File: config.mk
export PLATFORM = sky130hd
export DESIGN_NAME = autosym_dred_eval
export DESIGN_NICKNAME = d
export VERILOG_FILES = /design/src/rtl/autosym_dred_eval.sv
export SDC_FILE = /design/constraint.sdc
export NUM_CORES = 1
export LEC_CHECK = 0
export CORE_UTILIZATION = 40
export DETAILED_ROUTE_END_ITERATION = 6
export GPL_TIMING_DRIVEN = 0
export PLACE_DENSITY = 0.66
export SLEW_MARGIN = 40
export SYNTH_ARGS = -nofsm -noshare
export SYNTH_HDL_FRONTEND = slang
export SYNTH_SLANG_ARGS = --single-unit
File: constraint.sdc
create_clock -name clk -period 2 [get_ports clk]
set_clock_uncertainty 0.15 [all_clocks]
set_input_delay 0.2 -clock clk [delete_from_list [all_inputs] [get_ports clk]]
set_output_delay 0.2 -clock clk [all_outputs]
set_load 0.02 [all_outputs]
File: src/rtl/autosym_dred_eval.sv
// autosym_dred_eval: two-stage evaluator f(x) = f_r(lambda(x)) with a runtime-loaded XOR projection and truth tables.
// Define AUTOSYM_DRED_EVAL_STATS_EN to add the saturating eval_count handshake counter.
module autosym_dred_eval #(
    parameter int N_IN  = 8,
    parameter int N_RED = 4,
    parameter int N_OUT = 1,
    localparam int TB   = N_OUT * (1 << N_RED),
    localparam int AW   = $clog2(TB)
) (
    input  logic             clk,
    input  logic             rst,
    input  logic             cfg_req,
    input  logic             cfg_commit,
    input  logic             cfg_we,
    input  logic             cfg_sel,
    input  logic [AW-1:0]    cfg_addr,
    input  logic [N_IN-1:0]  cfg_wdata,
    output logic             cfg_ready,
    output logic             cfg_err,
    input  logic             in_valid,
    output logic             in_ready,
    input  logic [N_IN-1:0]  in_x,
    output logic             out_valid,
    input  logic             out_ready,
    output logic [N_OUT-1:0] out_y
`ifdef AUTOSYM_DRED_EVAL_STATS_EN
    ,output logic [15:0]     eval_count
`endif
);
    typedef enum logic [1:0] {S_CFG, S_RUN, S_DRAIN} state_t;
    state_t                 r_state, w_next;
    logic [N_IN-1:0]        r_row [N_RED];
    logic [(1<<N_RED)-1:0]  r_tab [N_OUT];
    logic                   r_s1_valid, r_s2_valid, r_err;
    logic [N_RED-1:0]       r_lam, w_lam;
    logic [N_OUT-1:0]       r_y, w_y;
    logic                   w_s1_adv, w_s2_adv, w_acc;
    assign w_s2_adv  = !r_s2_valid | out_ready;
    assign w_s1_adv  = !r_s1_valid | w_s2_adv;
    assign in_ready  = (r_state == S_RUN) & w_s1_adv;
    assign w_acc     = in_valid & in_ready;
    assign cfg_ready = r_state == S_CFG;
    assign cfg_err   = r_err;
    assign out_valid = r_s2_valid;
    assign out_y     = r_y;
    always_comb begin
        w_next = r_state == S_CFG ? (cfg_commit ? S_RUN : S_CFG)
               : r_state == S_RUN ? (cfg_req ? S_DRAIN : S_RUN)
               : (!r_s1_valid && !r_s2_valid ? S_CFG : S_DRAIN);
    end
    always_comb begin
        w_lam = '0;
        for (int r = 0; r < N_RED; r++) w_lam[r] = ^(in_x & r_row[r]);
    end
    always_comb begin
        w_y = '0;
        for (int o = 0; o < N_OUT; o++) w_y[o] = r_tab[o][r_lam];
    end
    always_ff @(posedge clk) begin
        if (rst) begin
            r_state    <= S_CFG;
            r_s1_valid <= 1'b0;
            r_s2_valid <= 1'b0;
            r_lam      <= '0;
            r_y        <= '0;
            r_err      <= 1'b0;
            for (int r = 0; r < N_RED; r++) r_row[r] <= '0;
            for (int o = 0; o < N_OUT; o++) r_tab[o] <= '0;
        end else begin
            r_state <= w_next;
            if (w_s1_adv) begin
                r_s1_valid <= w_acc;
                r_lam      <= w_lam;
            end
            if (w_s2_adv) begin
                r_s2_valid <= r_s1_valid;
                r_y        <= w_y;
            end
            if (cfg_we) begin
                if (r_state != S_CFG || (!cfg_sel && int'(cfg_addr) >= N_RED)) r_err <= 1'b1;
                if (r_state == S_CFG && !cfg_sel)
                    for (int r = 0; r < N_RED; r++)
                        if (int'(cfg_addr) == r) r_row[r] <= cfg_wdata;
                // table bit address is output-major: o*2^N_RED + lambda
                if (r_state == S_CFG && cfg_sel)
                    for (int o = 0; o < N_OUT; o++)
                        if ((int'(cfg_addr) >> N_RED) == o) r_tab[o][cfg_addr[N_RED-1:0]] <= cfg_wdata[0];
            end
        end
    end
`ifdef AUTOSYM_DRED_EVAL_STATS_EN
    logic [15:0] r_cnt;
    assign eval_count = r_cnt;
    always_ff @(posedge clk) begin
        if (rst || (r_state == S_CFG && cfg_commit)) r_cnt <= '0;
        else if (r_s2_valid && out_ready && r_cnt != 16'hFFFF) r_cnt <= r_cnt + 16'd1;
    end
`endif
endmodule
==> run summary, run 1 <==
P per Cell Area = 835 nW/um2
fin area = 3550 um2
Longest Clk Path Bufs = 2
Buf/Inv on CP = 2
Rows = 30
WHS = 0.158 ns
P&R area growth vs syn = 25.5%
IO Pins = 33
Place WS = -0.390 ns
ANT cells = 0
global-route wire length before repair = 9.45 mm
total CTS buffers = 9
uppermost layer routed = met4
Sequential Area = 1640 um2
Max Freq = 530 MHz
Critical-path top delay cell = dfxtp_1
part of the Yosys area used for sequential elements = 58.0%
DP HPWL = 4.09 mm
crit-path max FO = 10
Mapped Nets = 271
total negative slack = 0 ns
area of the multi-input gates = 1200 um2
Setup crit end kind = register
Post-Syn Area = 2830 um2
final-stage net count = 313
post-synth top area cell = edfxtp_1
TritonRoute pass-1 iters = 4
Final Setup Violations = 0
clk slew on worst S/H paths = 0.07 ns
critical path class = register to register
top cells by area, synth = edfxtp_1 (51%), nand2_1 (7.2%), dfxtp_1 (7.1%), and2_1 (6.4%), xnor2_1 (6.2%)
Root Driver = clkbuf_8
synth cell count leaders = nand2_1 (54), edfxtp_1 (48), and2_1 (29)
worst-margin pin slew = 0.688 ns
met1 wire length = 2.56 mm
status = finished, final reports clean
met3 routed WL = 203 um
Die Wd = 86.1 um
Synth Flop Type = edfxtp_1
count leader, synth = nand2_1
core area = 6830 um2
post-synth top area share = 50.9%
gpl congestion = 0.843
syn_area_per_cell = 11.7 um2
GRT overflow = 0
vias in the first global route = 1902
Slowest Stage Delay on Critical Path = 0.39 ns
Worst Path Required = 1.91 ns
Post-route DRC = 0
input/output buffers = 29
Post-DRT Antenna Nets = 0
Die ar. = 7420 um2
fin crit share = 94.3%
dpl cell area = 3260 um2
worst skew pair latency = 0.34 ns
Yosys warning count = 0
CP top delay family = buffers and inverters
minimum clock period = 1.89 ns
CP arrival = 1.79 ns
CP Launch Type = register
max-slew violation count = 0
Wirelength per Cell = 14.6 um
VDD IR max = 334 uV
Cells after Synth = 243
H-Tree Level Count = 3
Worst slew margin = 53.8%
fillers = 631
Synth async-reset ratio = 0%
gr usage total = 17.5%
synth unique cells = 32
pin count of the biggest net entering global routing = 17
Final Hold Viols = 0
Post-synth EDFFs = 48
routed via count = 1882
hold crit path type = input pin to register
Final WS setup = 0.113 ns
DRT Wirelength = 5.62 mm
leakage power = 1.29 nW
CTS tree = built
Initial Util = 41.4%
initial DRC count = 102
max cap viols = 0
Synth Register Bits = 58
die height = 86.1 um
layout cell share with drive strength beyond 1 = 12.8%
CTS Sinks = 58
CP Cell Sequence = nor2_1 > nand4b_1 > buf_2 > o31ai_4 > buf_12
wire length on met2 = 2.72 mm
total power = 0.00297 W
antenna violations before repair = 0
Via-to-Cell Ratio = 4.88
==> path summary, 6_finish.rpt <==
path,from,endpoint,slack [ns],cells after the start
max,r_state[0],r_row[0][6],0.11,5
min,rst,r_row[3][0],0.16,2
max reg2reg,r_state[0],r_row[0][6],0.11,5
min reg2reg,cfg_err,cfg_err,0.32,2
==> power by group <==
| group | total (W) | internal [W] | switching [W] |
|---|---|---|---|
| logic | 0.000381 | 0.000188 | 0.000193 |
| registers | 0.00141 | 0.00137 | 0.0000366 |
| clock network | 0.00118 | 0.000698 | 0.000478 |
==> timing repair <==
action	in CTS	in global routing
setup endpoints to repair	41	62
gates resized for setup	7	7
buffers inserted	0	2
pin swaps	0	1
hold buffers	0	0
==> sequential cells by signal, summed over array words and instances (netlist names) <==
| signal | count |
|---|---|
| r_tab | 16 |
| r_row | 32 |
| r_s1_valid | 1 |
| out_valid | 1 |
| out_y | 1 |
| r_state | 2 |
| cfg_err | 1 |
| r_lam | 4 |
==> cell usage in the layout, fill, tap and decap left out, types with 3 or more instances in the layout <==
master	count
clkdlybuf4s50_1	27
inv_1	3
xor2_1	8
edfxtp_1	48
a211oi_1	5
buf_2	3
a21oi_1	4
nor2_1	14
mux2i_1	4
clkbuf_8	9
nor3_4	3
nand3_1	4
nor4_1	3
nand2_1	53
o21ai_4	3
dfxtp_1	10
and2_1	29
mux4_1	4
o41ai_1	3
xnor2_1	20
==> routing by layer <==
metal,vias to the layer above,GRT usage (%)
met5,-,0
met4,0,8.03
met3,10,4.52
met2,45,27.3
met1,894,22.9
li1,933,-
==> layout make-up <==
class                           count  share of cell area [%]
Buffer                              7                    1.16
Inverter                            4                   0.422
Timing Repair Buffer               31                    8.98
Tap cell                           96                    3.38
Clock inverter                      7                    2.60
Clock buffer                        9                    3.48
Sequential cell                    58                    46.2
Multi-Input combinational cell    174                    33.8
==> logic make-up (layout without fill, tap and decap cells) <==
logic type      count (synthesis)  in the layout  share of synthesized area [%]
buf+inv                        11             58                           1.99
xor+xnor                       28             28                           8.66
mux                             8              8                           5.13
flops                          58             58                           58.0
compound gates                 19             19                           4.42
simple gates                  119            119                           21.8
==> stage by stage <==
| stage | std cells | util [%] |
|---|---|---|
| after global routing | 386 | 52.0 |
| after CTS | 384 | 51.1 |
| after floorplan | 243 | - |
| final | 386 | 52.0 |
| after global placement | 368 | 47.7 |
| after detailed placement | 368 | 47.7 |
Power figures use the tool's default switching activity.
==> run 2: changes to the inputs <==
Settings changed: DONT_BUFFER_PORTS set to 1, PLACE_DENSITY 0.66 to 0.59.
==> run summary, run 2 (same netlist as run 1, synthesis figures left out) <==
CP Launch Type = register (unchanged)
dpl cell area = 2970 um2 (was 3260 um2)
FF-to-FF End = r_row[0][0] (was r_row[0][6])
fillers = 640 (was 631)
Worst Hold End = r_tab[0][0] (was r_row[3][0])
GRT overflow = 0 (unchanged)
TritonRoute pass-1 iters = 4 (unchanged)
DP HPWL = 3.97 mm (was 4.09 mm)
Place WS = -0.617 ns (was -0.390 ns)
Max Freq = 528 MHz (was 530 MHz)
critical path class = register to register (unchanged)
Final WS setup = 0.106 ns (was 0.113 ns)
Initial Util = 41.4% (unchanged)
max cap viols = 0 (unchanged)
Wirelength per Cell = 15.4 um (was 14.6 um)
hold_sp = cfg_addr[0] (was rst)
Final Setup Violations = 0 (unchanged)
gr usage total = 17.4% (was 17.5%)
status = finished, final reports clean (unchanged)
die height = 86.1 um (unchanged)
routed via count = 1834 (was 1882)
global-route wire length before repair = 9.18 mm (was 9.45 mm)
Worst slew margin = 61.2% (was 53.8%)
area of the multi-input gates = 1210 um2 (was 1200 um2)
antenna violations before repair = 0 (unchanged)
CP top delay family = simple AND/OR/NAND/NOR gates (was buffers and inverters)
Worst Path Required = 1.91 ns (about the same)
Longest Clk Path Bufs = 2 (unchanged)
Root Driver = clkbuf_8 (unchanged)
clk slew on worst S/H paths = 0.07 ns (about the same)
reg2reg path depth = 5 (unchanged)
Slowest Stage Delay on Critical Path = 0.37 ns (was 0.39 ns)
Biggest register = r_row (unchanged)
fin crit share = 94.7% (was 94.3%)
P&R area growth vs syn = 20.3% (was 25.5%)
CP Cell Sequence = nor2_4 > nand4b_1 > buf_6 > o31ai_4 > buf_4 (was nor2_1 > nand4b_1 > buf_2 > o31ai_4 > buf_12)
gpl congestion = 0.775 (was 0.843)
Post-route DRC = 0 (unchanged)
hold crit path type = input pin to register (unchanged)
layout cell share with drive strength beyond 1 = 14.1% (was 12.8%)
Post-DRT Antenna Nets = 0 (unchanged)
fin area = 3410 um2 (was 3550 um2)
WHS = 0.0153 ns (was 0.158 ns)
CP arrival = 1.80 ns (was 1.79 ns)
max-slew violation count = 0 (unchanged)
Sequential Area = 1640 um2 (about the same)
ANT cells = 0 (unchanged)
H-Tree Level Count = 3 (unchanged)
initial DRC count = 77 (was 102)
top flop regs = r_row: 32 flops, r_tab: 16 flops, r_lam: 4 flops (unchanged)
Setup crit end kind = register (unchanged)
total CTS buffers = 9 (unchanged)
crit-path max FO = 10 (unchanged)
vias in the first global route = 1853 (was 1902)
Final Hold Viols = 0 (unchanged)
number of cells on the worst hold path = 3 (was 2)
input/output buffers = 0 (was 29)
Rows = 30 (unchanged)
Buf/Inv on CP = 2 (unchanged)
pin count of the biggest net entering global routing = 17 (unchanged)
worst-margin pin slew = 0.581 ns (was 0.688 ns)
minimum clock period = 1.89 ns (about the same)
commonest non-fill, non-tap cells in the layout = nand2_1 (53), edfxtp_1 (48), and2_1 (29), xnor2_1 (20), nor2_1 (14) (was nand2_1 (53), edfxtp_1 (48), and2_1 (29), clkdlybuf4s50_1 (27), xnor2_1 (20))
core area = 6830 um2 (unchanged)
Die ar. = 7420 um2 (unchanged)
reg2reg start = r_state[1] (was r_state[0])
commonest non-fill, non-tap cell in the layout = nand2_1 (unchanged)
Via-to-Cell Ratio = 4.93 (was 4.88)
Die Wd = 86.1 um (unchanged)
P per Cell Area = 851 nW/um2 (was 835 nW/um2)
Largest register FFs = 32 (unchanged)
VDD IR max = 418 uV (was 334 uV)
leakage power = 1.23 nW (was 1.29 nW)
final-stage net count = 299 (was 313)
FF-to-FF setup slack = 0.11 ns (about the same)
DRT Wirelength = 5.71 mm (was 5.62 mm)
worst skew pair latency = 0.34 ns (about the same)
Critical-path top delay cell = dfxtp_1 (unchanged)
CTS tree = built (unchanged)
CTS Sinks = 58 (unchanged)
IO Pins = 33 (unchanged)
run 2: how the worst max path moves through the flow:
stage / from / end / slack, ns / cells after the start
after floorplan: r_state[0] / r_row[1][0] / -0.07 / 4
after global placement: r_state[0] / r_row[2][4] / -0.63 / 4
after detailed placement: r_state[0] / r_row[1][5] / -0.62 / 4
after CTS: r_state[0] / r_row[0][5] / 0.02 / 4
after global routing: r_state[1] / r_row[0][5] / -0.01 / 5
final: r_state[1] / r_row[0][0] / 0.11 / 5
run 2: power breakdown:
group          internal (W)  switching, W
Sequential          0.00137     0.0000474
Clock              0.000693      0.000472
Combinational      0.000150      0.000164
Total               0.00222      0.000684
run 2: layout make-up:
| cell class | instances | share of cell area [%] |
|---|---|---|
| Clock buffer | 10 | 3.75 |
| Clock inverter | 6 | 2.39 |
| Sequential cell | 58 | 48.2 |
| Buffer | 7 | 1.40 |
| Timing Repair Buffer | 17 | 4.70 |
| Inverter | 4 | 0.441 |
| Multi-Input combinational cell | 174 | 35.6 |
| Tap cell | 96 | 3.53 |
run 2: per-layer routing:
metal | GRT usage (%) | vias to the layer above | share of wire, %
met3 | 5.10 | 13 | 4.4
li1 | - | 916 | -
met1 | 21.0 | 870 | 43
met2 | 28.9 | 35 | 50
met4 | 7.88 | 0 | 2.1
met5 | 0 | - | 0
run 2: stage by stage:
step / total power (W) / std cells / setup TNS (ns) / utilization [%]
2_1_floorplan: 0.00166 / 243 / -1.72 / -
3_3_place_gp: 0.00172 / 339 / -24.27 / 43.4
3_5_place_dp: 0.00172 / 339 / -20.67 / 43.5
4_1_cts: 0.00291 / 370 / 0 / 49.3
5_1_grt: 0.00301 / 372 / -0.0308 / 49.9
6_report: 0.00290 / 372 / 0 / 49.9
run 2: tightest hold or removal path: stages:
cell     delay, ns
nor3_4        0.03
nand2_1       0.05
nand2_1       0.05
run 2: repair_timing:
action | 4_1_cts | 5_1_grt
setup buffers | 2 | 2
hold buffers | 13 | 0
gates resized for setup | 9 | 4
hold endpoints to repair | 35 | 0
pin swaps | 1 | 3
setup endpoints to repair | 78 | 83
